File: config.mk
export PLATFORM = sky130hd
export DESIGN_NAME = wb_arb2
export DESIGN_NICKNAME = d
export VERILOG_FILES = /design/src/rtl/wb_arb2.sv
export SDC_FILE = /design/constraint.sdc
export NUM_CORES = 1
export LEC_CHECK = 0
export ABC_CLOCK_PERIOD_IN_PS = 1500
export CORE_MARGIN = 5
export CORE_UTILIZATION = 23
export DETAILED_ROUTE_END_ITERATION = 12
export HOLD_SLACK_MARGIN = 0.05
export PLACE_DENSITY = 0.78
export SLEW_MARGIN = 10
export SYNTH_ARGS = -nofsm -noshare
export SYNTH_HDL_FRONTEND = slang
export SYNTH_SLANG_ARGS = --single-unit
File: constraint.sdc
create_clock -name i_clk -period 1.5 [get_ports i_clk]
set_clock_uncertainty 0.15 [all_clocks]
set_input_delay 0.3 -clock i_clk [delete_from_list [all_inputs] [get_ports i_clk]]
set_output_delay 0.3 -clock i_clk [all_outputs]
set_load 0.01 [all_outputs]
File: src/rtl/wb_arb2.sv
`default_nettype none
//==============================================================================
// Module   : wb_arb2
// Brief    : Two-master, one-slave Wishbone arbiter sharing a wb2byteio port.
//            Round-robin priority. A grant is held from bus-cycle start until
//            the slave ack or a master abort. One idle cycle between transfers.
// Options  : WB_ARB_TIMEOUT_EN - adds a hung-slave timeout that forces the
//            grant off after TMO_CYC cycles without ack and pulses o_mX_err.
// Revision : 1.0 - initial release
//==============================================================================
module wb_arb2 #(
   parameter int ASIZE   = 2,
   parameter int DSIZE   = 8,
   parameter int TMO_CYC = 16
) (
   input  logic             i_clk,
   input  logic             i_rst,
   // master 0
   input  logic [ASIZE-1:0] i_m0_adr,
   input  logic             i_m0_stb,
   input  logic             i_m0_we,
   input  logic [DSIZE-1:0] i_m0_dat,
   output logic             o_m0_ack,
   output logic [DSIZE-1:0] o_m0_dat,
   output logic             o_m0_err,
   // master 1
   input  logic [ASIZE-1:0] i_m1_adr,
   input  logic             i_m1_stb,
   input  logic             i_m1_we,
   input  logic [DSIZE-1:0] i_m1_dat,
   output logic             o_m1_ack,
   output logic [DSIZE-1:0] o_m1_dat,
   output logic             o_m1_err,
   // slave
   output logic [ASIZE-1:0] o_s_adr,
   output logic             o_s_stb,
   output logic             o_s_we,
   output logic [DSIZE-1:0] o_s_dat,
   input  logic             i_s_ack,
   input  logic [DSIZE-1:0] i_s_dat,
   // grant {m1,m0}
   output logic [1:0]       o_gnt
);

   // State codes double as the one-hot grant, so o_gnt comes straight off flops.
   typedef enum logic [1:0] {
      ST_IDLE = 2'b00,
      ST_GNT0 = 2'b01,
      ST_GNT1 = 2'b10
   } state_t;

   state_t r_state;
   state_t w_state_nxt;
   logic   r_last_gnt;      // master that held the most recent grant
   logic   w_last_gnt_nxt;
   logic   w_tmo;           // current grant has run out of time this cycle

   assign o_gnt = r_state;

   // TMO_CYC below 3 leaves no cycle between grant and forced release.
   if (TMO_CYC < 3) begin : g_tmo_cyc_too_small
   end

`ifdef WB_ARB_TIMEOUT_EN
   localparam int                 c_tmo_w    = $clog2(TMO_CYC + 1);
   localparam logic [c_tmo_w-1:0] c_tmo_last = c_tmo_w'(TMO_CYC - 1);

   logic [c_tmo_w-1:0] r_tmo_cnt;

   // Age of the current grant in ack-less cycles; restarts whenever the bus is idle.
   always_ff @(posedge i_clk) begin
      if (i_rst || r_state == ST_IDLE) begin
         r_tmo_cnt <= '0;
      end else if (!i_s_ack) begin
         r_tmo_cnt <= r_tmo_cnt + 1'b1;
      end
   end

   // An ack arriving on the last allowed cycle still completes the transfer.
   assign w_tmo = (r_state != ST_IDLE) && !i_s_ack && (r_tmo_cnt == c_tmo_last);
`else
   assign w_tmo = 1'b0;
`endif

   // State and round-robin history registers.
   always_ff @(posedge i_clk) begin
      if (i_rst) begin
         r_state    <= ST_IDLE;
         r_last_gnt <= 1'b1;        // m0 wins the first contested arbitration
      end else begin
         r_state    <= w_state_nxt;
         r_last_gnt <= w_last_gnt_nxt;
      end
   end

   // Arbitration in IDLE; release on ack, abort or timeout while granted.
   always_comb begin
      w_state_nxt    = r_state;
      w_last_gnt_nxt = r_last_gnt;
      case (r_state)
         ST_IDLE: begin
            if (i_m0_stb && i_m1_stb) begin
               w_state_nxt = r_last_gnt ? ST_GNT0 : ST_GNT1;
            end else if (i_m0_stb) begin
               w_state_nxt = ST_GNT0;
            end else if (i_m1_stb) begin
               w_state_nxt = ST_GNT1;
            end
         end
         ST_GNT0: begin
            if (i_s_ack || !i_m0_stb || w_tmo) begin
               w_state_nxt    = ST_IDLE;
               w_last_gnt_nxt = 1'b0;
            end
         end
         ST_GNT1: begin
            if (i_s_ack || !i_m1_stb || w_tmo) begin
               w_state_nxt    = ST_IDLE;
               w_last_gnt_nxt = 1'b1;
            end
         end
         default: begin
            w_state_nxt = ST_IDLE;
         end
      endcase
   end

   // Route the granted master to the slave and the slave response back to it.
   always_comb begin
      o_s_adr  = '0;
      o_s_stb  = 1'b0;
      o_s_we   = 1'b0;
      o_s_dat  = '0;
      o_m0_ack = 1'b0;
      o_m0_dat = '0;
      o_m0_err = 1'b0;
      o_m1_ack = 1'b0;
      o_m1_dat = '0;
      o_m1_err = 1'b0;
      case (r_state)
         ST_GNT0: begin
            o_s_adr  = i_m0_adr;
            o_s_stb  = i_m0_stb & ~w_tmo;
            o_s_we   = i_m0_we;
            o_s_dat  = i_m0_dat;
            o_m0_ack = i_s_ack;
            o_m0_dat = i_s_dat;
            o_m0_err = w_tmo;
         end
         ST_GNT1: begin
            o_s_adr  = i_m1_adr;
            o_s_stb  = i_m1_stb & ~w_tmo;
            o_s_we   = i_m1_we;
            o_s_dat  = i_m1_dat;
            o_m1_ack = i_s_ack;
            o_m1_dat = i_s_dat;
            o_m1_err = w_tmo;
         end
         default: begin
         end
      endcase
   end

endmodule
`default_nettype wire

==> results.tsv <==
stage	metric	value	unit
outcome	status	complete, but fails checks	
outcome	failing checks	setup timing	
power	PD cells	680	mW/mm2
yosys	fraction of registers with async set/reset	0	%
grt	global-route usage over all layers	16.2	%
yosys	post-synthesis cell type count	19	
yosys	most frequent cell after synthesis	and2_1	
finish	ANT cells	0	
job	number of max-cap violations	0	
finish	layout overhead on the synthesized area	173	%
worst_setup_path	Arr. time, crit path	1.84	ns
floorplan	Die Y	58.9	um
grt	GRT overflow	0	
floorplan	Starting Density	24.4	%
clocking	htree depth	1	
routing	DRT Pass-1 Iters	2	
yosys	Cell Area, Synth	549	um2
routing	final antenna-violating net count	0	
clocking	CTS tree	yes	
placement	RD Place Congestion	0.852	
grt	vias in the first global route	868	
worst_setup_path	buffers plus inverters on the worst setup path	3	
routing	Post-Route WL	2.86	mm
clocking	CTS root buffer	clkbuf_4	
timing	Final Cycle Share	124	%
worst_setup_path	CP startpoint kind	flip-flop	
worst_setup_path	CP max-delay cell	dfxtp_4	
yosys	Syn Inst Count	74	
yosys	flops & latches, synth	3	
worst_setup_path	CP required	1.48	ns
finish	layout cell share with drive strength beyond 1	61.7	%
worst_setup_path	cell mode on critical path	buf_6	
timing	unrepaired setup endpoints after global routing	true	
routing	drc violations	0	
yosys	Post-synth top cells	and2_1, nor2b_1, a22oi_1	
worst_hold_path	min-delay worst type	flip-flop to flip-flop	
timing	max-slew violation count	0	
timing	Max Freq	0.537	GHz
worst_setup_path	Cell Chain, Critical Path	buf_6 -> ha_4 -> buf_6 -> buf_6 -> a22oi_2 -> a2bb2oi_2 -> mux2_4	
clocking	Skew-Pair Late Insertion Delay	0.24	ns
worst_setup_path	critical path type	flip-flop to flip-flop	
floorplan	Cell Rows	17	
floorplan	# IOs	69	
clocking	clock sink count	3	
routing	DR vias	877	
routing	WL met2	1.61	mm
timing	Final min period	1.86	ns
placement	pre-CTS WS	-0.576	ns
worst_setup_path	Max FO, Critical Path	5	
routing	Vias per Instance	4.62	
yosys	Yosys top cell by area	and2_1	
timing	Final WS setup	-0.362	ns
yosys	number of synthesized flops with an enable pin	0	
placement	I/O Buffers	66	
yosys	top-area cell type share of the netlist area	20.5	%
worst_setup_path	Top Family by Delay on Critical Path	compound AO/OA/AOI/OAI gates	
power	leakage power	0.674	nW
finish	nets	202	
worst_setup_path	worst reg-to-reg setup slack	-0.36	ns
worst_setup_path	Critical Path Max Stage Delay	0.35	ns
timing	final hold viol count	0	
routing	Highest Signal Layer	met4	
grt	largest net degree at the start of global routing	13	
yosys	sequential area share after synthesis	10.9	%
floorplan	Die Area	0.00347	mm2
clocking	Clock Tree Buf Depth	2	
clocking	clock slew at reported path FFs	0.04	ns
grt	first-pass GRT wire length	4.26	mm
floorplan	die width	58.9	um
clocking	hold buffers post-CTS	0	
clocking	total CTS buffers	3	
yosys	Area contributors post-synth	and2_1, a22oi_1, nor2b_1	
finish	final core occ	66.5	%
yosys	Main synth FF type	dfxtp_1	
grt	initial antenna violation count	0	
routing	Post-Route M1 WL	1.03	mm
timing	Final Setup Violations	33	
placement	DP HPWL	2.26	mm
yosys	Ys Warns	0	
routing	WL met3	191	um
yosys	Syn Area/Cell	7.42	um2
routing	WL/cell	15.1	um
routing	DR iter-0 viols	19	
worst_setup_path	Critical Path End Type	flip-flop	
power	VDD IR max	0.562	mV
floorplan	core area	0.00225	mm2
==> power breakdown <==
| group | switching (mW) | internal (mW) |
|---|---|---|
| registers | 0.0162 | 0.0977 |
| clock network | 0.0487 | 0.100 |
| logic | 0.302 | 0.455 |
| total | 0.367 | 0.652 |
==> worst register-to-register path: stages, from the launching register on <==
cell	delay, ns
dfxtp_4	0.35
buf_6	0.12
ha_4	0.17
buf_6	0.12
buf_6	0.11
a22oi_2	0.22
a2bb2oi_2	0.21
mux2_4	0.31
==> worst paths after layout <==
path               from          to  cells past startpoint
min reg2reg  r_last_gnt  r_last_gnt                      2
max            o_gnt[0]    o_gnt[1]                      7
min          r_last_gnt  r_last_gnt                      2
max reg2reg    o_gnt[0]    o_gnt[1]                      7
==> placed cells by master, fill, tap and decap left out <==
cell	instances
dfxtp_1	1
clkbuf_2	1
nor2b_1	3
mux2i_1	2
dfxtp_4	2
a22oi_2	13
nor2_1	4
and2_4	8
nand2b_1	2
clkbuf_4	3
mux2_4	1
dlygate4sd2_1	1
buf_6	13
buf_2	24
a21boi_0	1
ha_4	4
nand3_1	1
o22ai_2	1
buf_4	17
inv_4	1
inv_2	1
a2bb2oi_2	1
nor2b_2	10
clkbuf_1	1
and2_1	10
clkdlybuf4s50_1	34
conb_1	2
==> cell type report <==
type / instances / area, um2
fill: 200 / 756
timing repair buffer: 90 / 748
multi-input combinational: 63 / 612
sequential: 3 / 67.6
tap: 28 / 35.0
clock buffer: 4 / 26.3
inverter: 2 / 10.0
==> registers in the layout, indices dropped and copies added (netlist names) <==
register and flops:
o_gnt 2, r_last_gnt 1
==> cell families after synthesis <==
family / Yosys count / synth area share [%]
other: 1 / 0.683
DFF: 3 / 10.9
adders and majority gates: 4 / 9.11
muxes: 3 / 6.38
and+or+nand+nor: 38 / 41.2
buffers and inverters: 9 / 7.74
AOI/OAI and AO/OA: 16 / 23.9
==> what timing repair did <==
action,in CTS,in global routing
resized for setup,141,25
buffers inserted,3,3
setup endpoints to repair,35,34
pin swaps,10,7
==> per-stage QoR <==
step / power [mW] / TNS, ns / cells / hold WS [ns] / cell area, um2
global route: 1.09 / -10.00 / 190 / 0.402 / 1500
CTS: 0.960 / -8.60 / 188 / 0.372 / 1410
global placement: 0.753 / -14.00 / 181 / 0.339 / 1400
finish: 1.02 / -8.06 / 190 / 0.366 / 1500
floorplan: 0.413 / -0.346 / 75 / 0.296 / 609
detailed placement: 0.773 / -15.46 / 181 / 0.366 / 1400
==> routing by layer <==
layer  vias up  GRT usage (%)
met5         -              0
met4         0           6.80
met3         4           2.63
met2        32           31.1
met1       416           17.2
li1        425              -
Note: power is estimated with default switching activity, not from simulation.
